## config.mk

```make
export PLATFORM = sky130hd
export DESIGN_NAME = alu_seq_core
export DESIGN_NICKNAME = d
export VERILOG_FILES = /design/src/rtl/alu_seq_core.sv
export SDC_FILE = /design/constraint.sdc
export NUM_CORES = 1
export LEC_CHECK = 0
export ABC_AREA = 1
export CAP_MARGIN = 5
export CORE_UTILIZATION = 45
export DETAILED_ROUTE_END_ITERATION = 6
export DONT_BUFFER_PORTS = 1
export PLACE_DENSITY = 0.66
export SKIP_LAST_GASP = 1
export SYNTH_ARGS = -nofsm -noshare
export SYNTH_HDL_FRONTEND = slang
export SYNTH_SLANG_ARGS = --single-unit
```

## constraint.sdc

```tcl
create_clock -name clk -period 2.75 [get_ports clk]
set_clock_uncertainty 0.05 [all_clocks]
set_input_delay 0.275 -clock clk [delete_from_list [all_inputs] [get_ports clk]]
set_output_delay 0.275 -clock clk [all_outputs]
set_load 0.02 [all_outputs]
```

## src/rtl/alu_seq_core.sv

```systemverilog
// alu_seq_core
//   Handshaked RV32I-style ALU with an iterative shift-add multiplier.
//   One operation in flight: accept on in_valid & in_ready, present the
//   result on out_valid until out_ready takes it.
// Ports
//   clk, rst             clock, synchronous active-high reset
//   in_valid, in_ready   operand handshake (in_ready high only in IDLE)
//   in1, in2, op         operands and op code (0..10 legal)
//   out_valid, out_ready result handshake (out_valid high only in DONE)
//   out, zero, ovf, err  registered result and flags
module alu_seq_core #(
  parameter int WIDTH   = 32,
  parameter int OPWIDTH = 4
) (
  input  logic               clk,
  input  logic               rst,
  input  logic               in_valid,
  output logic               in_ready,
  input  logic [WIDTH-1:0]   in1,
  input  logic [WIDTH-1:0]   in2,
  input  logic [OPWIDTH-1:0] op,
  output logic               out_valid,
  input  logic               out_ready,
  output logic [WIDTH-1:0]   out,
  output logic               zero,
  output logic               ovf,
  output logic               err
);

  localparam int SHAMT_W = $clog2(WIDTH);
  localparam int CNT_W   = SHAMT_W + 1;

  localparam logic [OPWIDTH-1:0] OP_ADD  = OPWIDTH'(0);
  localparam logic [OPWIDTH-1:0] OP_SUB  = OPWIDTH'(1);
  localparam logic [OPWIDTH-1:0] OP_SLL  = OPWIDTH'(2);
  localparam logic [OPWIDTH-1:0] OP_SLT  = OPWIDTH'(3);
  localparam logic [OPWIDTH-1:0] OP_SLTU = OPWIDTH'(4);
  localparam logic [OPWIDTH-1:0] OP_XOR  = OPWIDTH'(5);
  localparam logic [OPWIDTH-1:0] OP_SRL  = OPWIDTH'(6);
  localparam logic [OPWIDTH-1:0] OP_SRA  = OPWIDTH'(7);
  localparam logic [OPWIDTH-1:0] OP_OR   = OPWIDTH'(8);
  localparam logic [OPWIDTH-1:0] OP_AND  = OPWIDTH'(9);
  localparam logic [OPWIDTH-1:0] OP_MUL  = OPWIDTH'(10);

  typedef enum logic [1:0] {
    IDLE = 2'd0,
    MUL  = 2'd1,
    DONE = 2'd2
  } state_e;

  state_e state, state_next;

  logic [WIDTH-1:0]   acc, mcand, mplier;
  logic [CNT_W-1:0]   cnt;
  logic [WIDTH-1:0]   out_r;
  logic               zero_r, ovf_r, err_r;

  logic               accept;
  logic [WIDTH-1:0]   sum, diff;
  logic [SHAMT_W-1:0] shamt;
  logic [WIDTH-1:0]   alu_res;
  logic               alu_ovf, alu_err;

  // FSM state register
  always_ff @(posedge clk) begin
    if (rst) state <= IDLE;
    else     state <= state_next;
  end

  // Next state and handshake outputs
  always_comb begin
    state_next = state;
    in_ready   = 1'b0;
    out_valid  = 1'b0;
    case (state)
      IDLE: begin
        in_ready = 1'b1;
        if (in_valid) state_next = (op == OP_MUL) ? MUL : DONE;
      end
      MUL: begin
        if (cnt == '0) state_next = DONE;
      end
      DONE: begin
        out_valid = 1'b1;
        if (out_ready) state_next = IDLE;
      end
      default: state_next = IDLE;
    endcase
  end

  assign accept = in_valid & in_ready;
  assign sum    = in1 + in2;
  assign diff   = in1 - in2;
  assign shamt  = in2[SHAMT_W-1:0];

  // Single-cycle ALU evaluated on the live inputs; only captured on accept
  always_comb begin
    alu_res = '0;
    alu_ovf = 1'b0;
    alu_err = 1'b0;
    case (op)
      OP_ADD: begin
        alu_res = sum;
        alu_ovf = (in1[WIDTH-1] == in2[WIDTH-1]) && (sum[WIDTH-1] != in1[WIDTH-1]);
      end
      OP_SUB: begin
        alu_res = diff;
        alu_ovf = (in1[WIDTH-1] != in2[WIDTH-1]) && (diff[WIDTH-1] != in1[WIDTH-1]);
      end
      OP_SLL:  alu_res = in1 << shamt;
      OP_SLT:  alu_res = {{(WIDTH-1){1'b0}}, ($signed(in1) < $signed(in2))};
      OP_SLTU: alu_res = {{(WIDTH-1){1'b0}}, (in1 < in2)};
      OP_XOR:  alu_res = in1 ^ in2;
      OP_SRL:  alu_res = in1 >> shamt;
      OP_SRA:  alu_res = $unsigned($signed(in1) >>> shamt);
      OP_OR:   alu_res = in1 | in2;
      OP_AND:  alu_res = in1 & in2;
      OP_MUL:  alu_res = '0;
      default: alu_err = 1'b1;
    endcase
  end

  // Datapath: result capture and multiplier iteration. The MUL state runs
  // WIDTH shift-add steps, then spends one more cycle (cnt == 0) latching acc.
  always_ff @(posedge clk) begin
    if (rst) begin
      acc    <= '0;
      mcand  <= '0;
      mplier <= '0;
      cnt    <= '0;
      out_r  <= '0;
      zero_r <= 1'b0;
      ovf_r  <= 1'b0;
      err_r  <= 1'b0;
    end else begin
      case (state)
        IDLE: begin
          if (accept) begin
            if (op == OP_MUL) begin
              acc    <= '0;
              mcand  <= in1;
              mplier <= in2;
              cnt    <= CNT_W'(WIDTH);
            end else begin
              out_r  <= alu_res;
              zero_r <= (alu_res == '0);
              ovf_r  <= alu_ovf;
              err_r  <= alu_err;
            end
          end
        end
        MUL: begin
          if (cnt == '0) begin
            out_r  <= acc;
            zero_r <= (acc == '0);
            ovf_r  <= 1'b0;
            err_r  <= 1'b0;
          end else begin
            if (mplier[0]) acc <= acc + mcand;
            mcand  <= mcand << 1;
            mplier <= mplier >> 1;
            cnt    <= cnt - CNT_W'(1);
          end
        end
        default: ;
      endcase
    end
  end

  assign out  = out_r;
  assign zero = zero_r;
  assign ovf  = ovf_r;
  assign err  = err_r;

endmodule
```

* Yosys cells after proc, flatten, opt, wreduce, memory -nomap -nowiden *
Index checks and enable logic that the tools add are counted.

word-level totals
  register bits after elaboration = 139
  input port bits = 72
  output and inout bits = 37
  logic and storage cells = 101

operators by class
  add/subtract/negate cells = 4
  order comparisons = 2
  equality and inequality tests = 24
  shift-type cells = 3
  muxes and demuxes = 42
  bitwise gates (word level) = 4
  reductions and logical operators = 13

operators with widths
  cell                                            number
  two-way mux 32 bit                              13
  one-hot mux 32 bit (10 select lines)            1
  one-hot mux 32 bit (2 select lines)             4
  adder 32 bit                                    2
  zero test 32 bit                                2
  less-than comparator 32 bit                     2
  bitwise AND 32 bit                              1
  OR 32 bit                                       1
  << shifter 32 x 5 -> 32 bit                     1
  >> shifter 32 x 5 -> 32 bit                     1
  >>> shifter 32 x 5 -> 32 bit                    1
  subtractor 32 bit                               1
  bitwise XOR 32 bit                              1
  two-way mux 6 bit                               3
  == test 4 x 3 -> 1 bit (second input constant)  4
  inequality test 2 bit (second input constant)   8
  == test 4 bit (second input constant)           3
  one-hot mux 6 bit (2 select lines)              1
  two-way mux 1 bit                               11
  OR reduction 10 bit                             1
  == test 4 x 2 -> 1 bit (second input constant)  2
  two-way mux 2 bit                               4
  one-hot mux 1 bit (2 select lines)              4
  AND reduction 4 bit                             2
  15 further kinds                                18

* Logic depth before layout (Yosys ltp) *
  depth after elaboration = 7
  mapped depth = 25
  depth with buffers taken out = 23

* Worst setup path before layout *
Ideal clock, no wire load.

  path kind = input to register
  start = input port in2[4]
  end = register zero_r, in the netlist zero
  library setup time = 0.070 ns
  arrival = 2.780 ns
  setup slack = -0.150 ns
  stages on the path = 20
  cells stage by stage = inv_1 -> clkbuf_1 -> buf_1 -> ha_1 -> buf_2 -> nor2_1 -> nand3_1 -> nand2_1 -> nand2_1 -> nand3_1 -> nand2_1 -> a21oi_1 -> nor2_1 -> nor2_1 -> nand2_1 -> nor2_1 -> nand2_1 -> nor2_1 -> nand3_1 -> a21oi_1

on the way
  cells in the longest elaborated chain, start to end = 6

RTL lines
  element                                    line  RTL
  start, declared                            20    input logic [WIDTH-1:0] in2,
  subtractor 32 bit (tied with other cells)  93    assign diff = in1 - in2;
  one-hot mux 32 bit (10 select lines) (*)   101   case (op)
  zero test 32 bit (*)                       146   zero_r <= (alu_res == '0);
  two-way mux 1 bit (*)                      139   if (op == OP_MUL) begin
  two-way mux 1 bit (*)                      138   if (accept) begin
  one-hot mux 1 bit (2 select lines) (*)     136   case (state)
  end signal, assigned                       146
  end signal, assigned                       155   zero_r <= (acc == '0);
  end, declared                              56    logic zero_r, ovf_r, err_r;

Mark *: on every way between the ends. The rest lies on a longest branch, timed or not. The select of a mux whose other input is x is not followed.
A chain may end at the register's enable or synchronous reset.

* Final worst setup path *
  start = input port in2[22]
  end = register zero_r, in the netlist zero

on the way
  cells in the longest elaborated chain, start to end = 6

RTL lines
  element                                    line
  subtractor 32 bit (tied with other cells)  93
  one-hot mux 32 bit (10 select lines) (*)   101
  zero test 32 bit (*)                       146
  two-way mux 1 bit (*)                      139
  two-way mux 1 bit (*)                      138
  one-hot mux 1 bit (2 select lines) (*)     136

Marks and branches as above.

==> flow_summary.ini <==
[layout]
final_common_cell = nand2_1
area_growth_pct = 23.75
diodes = 0
final_cell_mix = nand2_1 (1077), nand3_1 (486), inv_1 (374)
post-route-util_pct = 56.53
drive_gt1_share_pct = 12.56
fin_cells = 4086
nets = 3763

[sta]
finalSetupViolations = 0
slew_violations = 0
tightestPinTransition_ps = 1227
timing.fmax_mhz = 371.6
timing.final.crit_share_pct = 97.85
final.min_clock_period_ps = 2691
timing.hold.ws_ps = 96.18
slew_headroom_pct = 17.91
hold_viol = 0
rsz0062_at_grt = true
setup_slack_ps = 59.04

[power]
fin_total_pwr_w = 0.007858
power_switching_w = 0.003186
irDropWorstVdd_v = 0.0004482
p_clk_share_pct = 32.6
seq_power_share_pct = 27.9
p_int_w = 0.004671
p_leak_nw = 11.58
power.density_nw_per_um2 = 359.6
switching_share_pct = 40.55
comb_power_share_pct = 39.6

[floorplan]
fp.dieH_um = 200.1
core_area_um2 = 38650
start_util_pct = 45.68
ios = 109
rows = 72
dieArea_um2 = 40030
die_x_um = 200.1

[worst_hold_path]
min_to = out[22]
hold_start = rst
min_path_cells = 2
hold_path.class = in2reg

[critical_path]
arrival_ps = 3060
critical_path_required_ps = 3120
critical_path.max_fanout = 7
crit_path_frequent_cell = nand2_1
reg2reg_depth = 15
critPathMaxStageDelay_ps = 480
worstSetupPathType = in2reg
endpoint_kind = flip-flop
reg2reg_setup_slack_ps = 100
r2r-start = acc[4]
crit_slowest_cell = ha_1
cp_num_buf_inv = 3
timing.rr.end = acc[31]
cp_top_family = simple AND/OR/NAND/NOR gates
startpoint_type = input pin
crit_chain = inv_1 > ha_1 > buf_4 > nand4_1 > nor3_1 > buf_4 > and2_1 > nand2_1 > nand2_1 > nand2_1 > nand3_1 > nand2_1 > nor2_2 > nand2_1 > nor2_1 > nand2_1 > nor2_1 > nand3_1 > a21oi_1

[synthesis]
ys_seq_area_share_pct = 15.76
ys.flop_type = dfxtp_1
synth_edf_count = 0
ys_types = 47
yosys_warnings = 0
synthArstFlopShare_pct = 0
synth_area_um2 = 17660
synthesis.nets = 3470
syn_avg_cell_area_um2 = 5.413
synth_cells = 3262
ys_ff_latch = 139

[placed_design]
place.gp.congestion = 1.075
placedCellCount = 3986
pre_cts_slack_ps = -419.4
portBuffers = 0
hpwl_mm = 70.43

[global_route]
first_global_vias = 21570
antenna_found_initial = 3
grt-ovfl-total = 0
grt_max_degree = 82
grt_pass1_wl_mm = 130.1
grt_usage_pct = 44.31

[clock_tree]
cts_made_buffers = 17
clk_path_buf_depth = 2
cts_root_buf = clkbuf_16
htree_levels = 4
clkTransAtPathRegs_ps = 70
cts_num_sinks = 139
tritoncts = done
worstSkewPairLatency_ps = 500

[routing]
routed_wl_mm = 89.69
drtIter0Drc = 3048
drtAntennaViolNets = 0
wl_per_cell_um = 21.95
num_vias = 23900
remaining_drc_errors = 0
first_pass_iters = 6
via_per_inst = 5.850

[run]
maxCapViolCount = 0

[outcome]
status = completed
## synthesized netlist by cell type, types with 34 or more instances
master | n | share of area, %
nand2_1 | 1077 | 23
nand3_1 | 486 | 14
inv_1 | 378 | 8.0
nor2_1 | 239 | 5.1
a21oi_1 | 194 | 5.5
o21ai_0 | 156 | 4.4
dfxtp_1 | 139 | 16
ha_1 | 133 | 9.4
clkbuf_1 | 82 | 1.7
a31oi_1 | 67 | 2.4
buf_2 | 51 | 1.4
nor3_1 | 40 | 1.1
nand4_1 | 34 | 1.2
## area by class of cell
class	count	area [µm²]
clock buffers	17	425.4
inverters	397	1500
clock inverters	15	196.4
repair buffers	433	3586
well taps	518	648.1
fillers	3998	16800
flip-flops and latches	139	2783
multi-input cells	2567	12710
## sequential cells by signal, indices dropped and copies added, names as in the netlist
register and flops:
mcand 32, out 32, state 2, mplier 32, cnt 6, ovf 1
err 1, zero 1, acc 32
## logic make-up after synthesis
family                   count (synthesis)  synth area share, %
adder cells (fa/ha/maj)                136                9.765
XOR/XNOR                                 6               0.2976
AO/OA/AOI/OAI                          510                16.14
AND/OR/NAND/NOR                       1915                45.55
flip-flops                             139                15.76
buffers and inverters                  556                12.49
## stage by stage
| stage | setup TNS [ps] | cell area (µm²) |
|---|---|---|
| final | 0 | 21850 |
| after global routing | -78.16 | 21850 |
| after CTS | 0 | 21820 |
| after detailed placement | -1840 | 20510 |
| after global placement | -1409 | 20510 |
| after floorplan | 0 | 17670 |
## how the worst max path moves through the flow
| stage | cells past startpoint | from | end | slack [ps] |
|---|---|---|---|---|
| global route | 18 | in1[2] | zero | -70 |
| global placement | 16 | in1[2] | zero | -360 |
| detailed placement | 16 | in1[2] | zero | -420 |
| finish | 19 | in2[22] | zero | 60 |
| CTS | 16 | in1[2] | zero | 90 |
| floorplan | 25 | in2[3] | zero | 40 |
## power by group through the flow
| stage | registers (W) | clock network (W) | logic [W] |
|---|---|---|---|
| 2_1_floorplan | 0.00221 | 0 | 0.00166 |
| 3_3_place_gp | 0.00223 | 0 | 0.00286 |
| 3_5_place_dp | 0.00223 | 0 | 0.00287 |
| 4_1_cts | 0.00219 | 0.00258 | 0.00300 |
| 5_1_grt | 0.00220 | 0.00266 | 0.00336 |
| 6_report | 0.00219 | 0.00256 | 0.00311 |
## timing repair
item / CTS / global route
buffers inserted: 0 / 1
hold buffers: 67 / 0
hold endpoints to repair: 131 / 0
resized for setup: 0 / 9
setup endpoints to repair: 0 / 8
## routing by layer
layer	GRT usage, %	wire length [µm]	up-vias	part of all wire (%)
met5	0	0	-	0
met4	21.74	4669	0	5.2
met2	64.89	36520	1418	41
met1	59.50	37710	10960	42
met3	12.00	10790	242	12
li1	-	-	11280	-
Note: power is estimated with default switching activity, not from simulation.
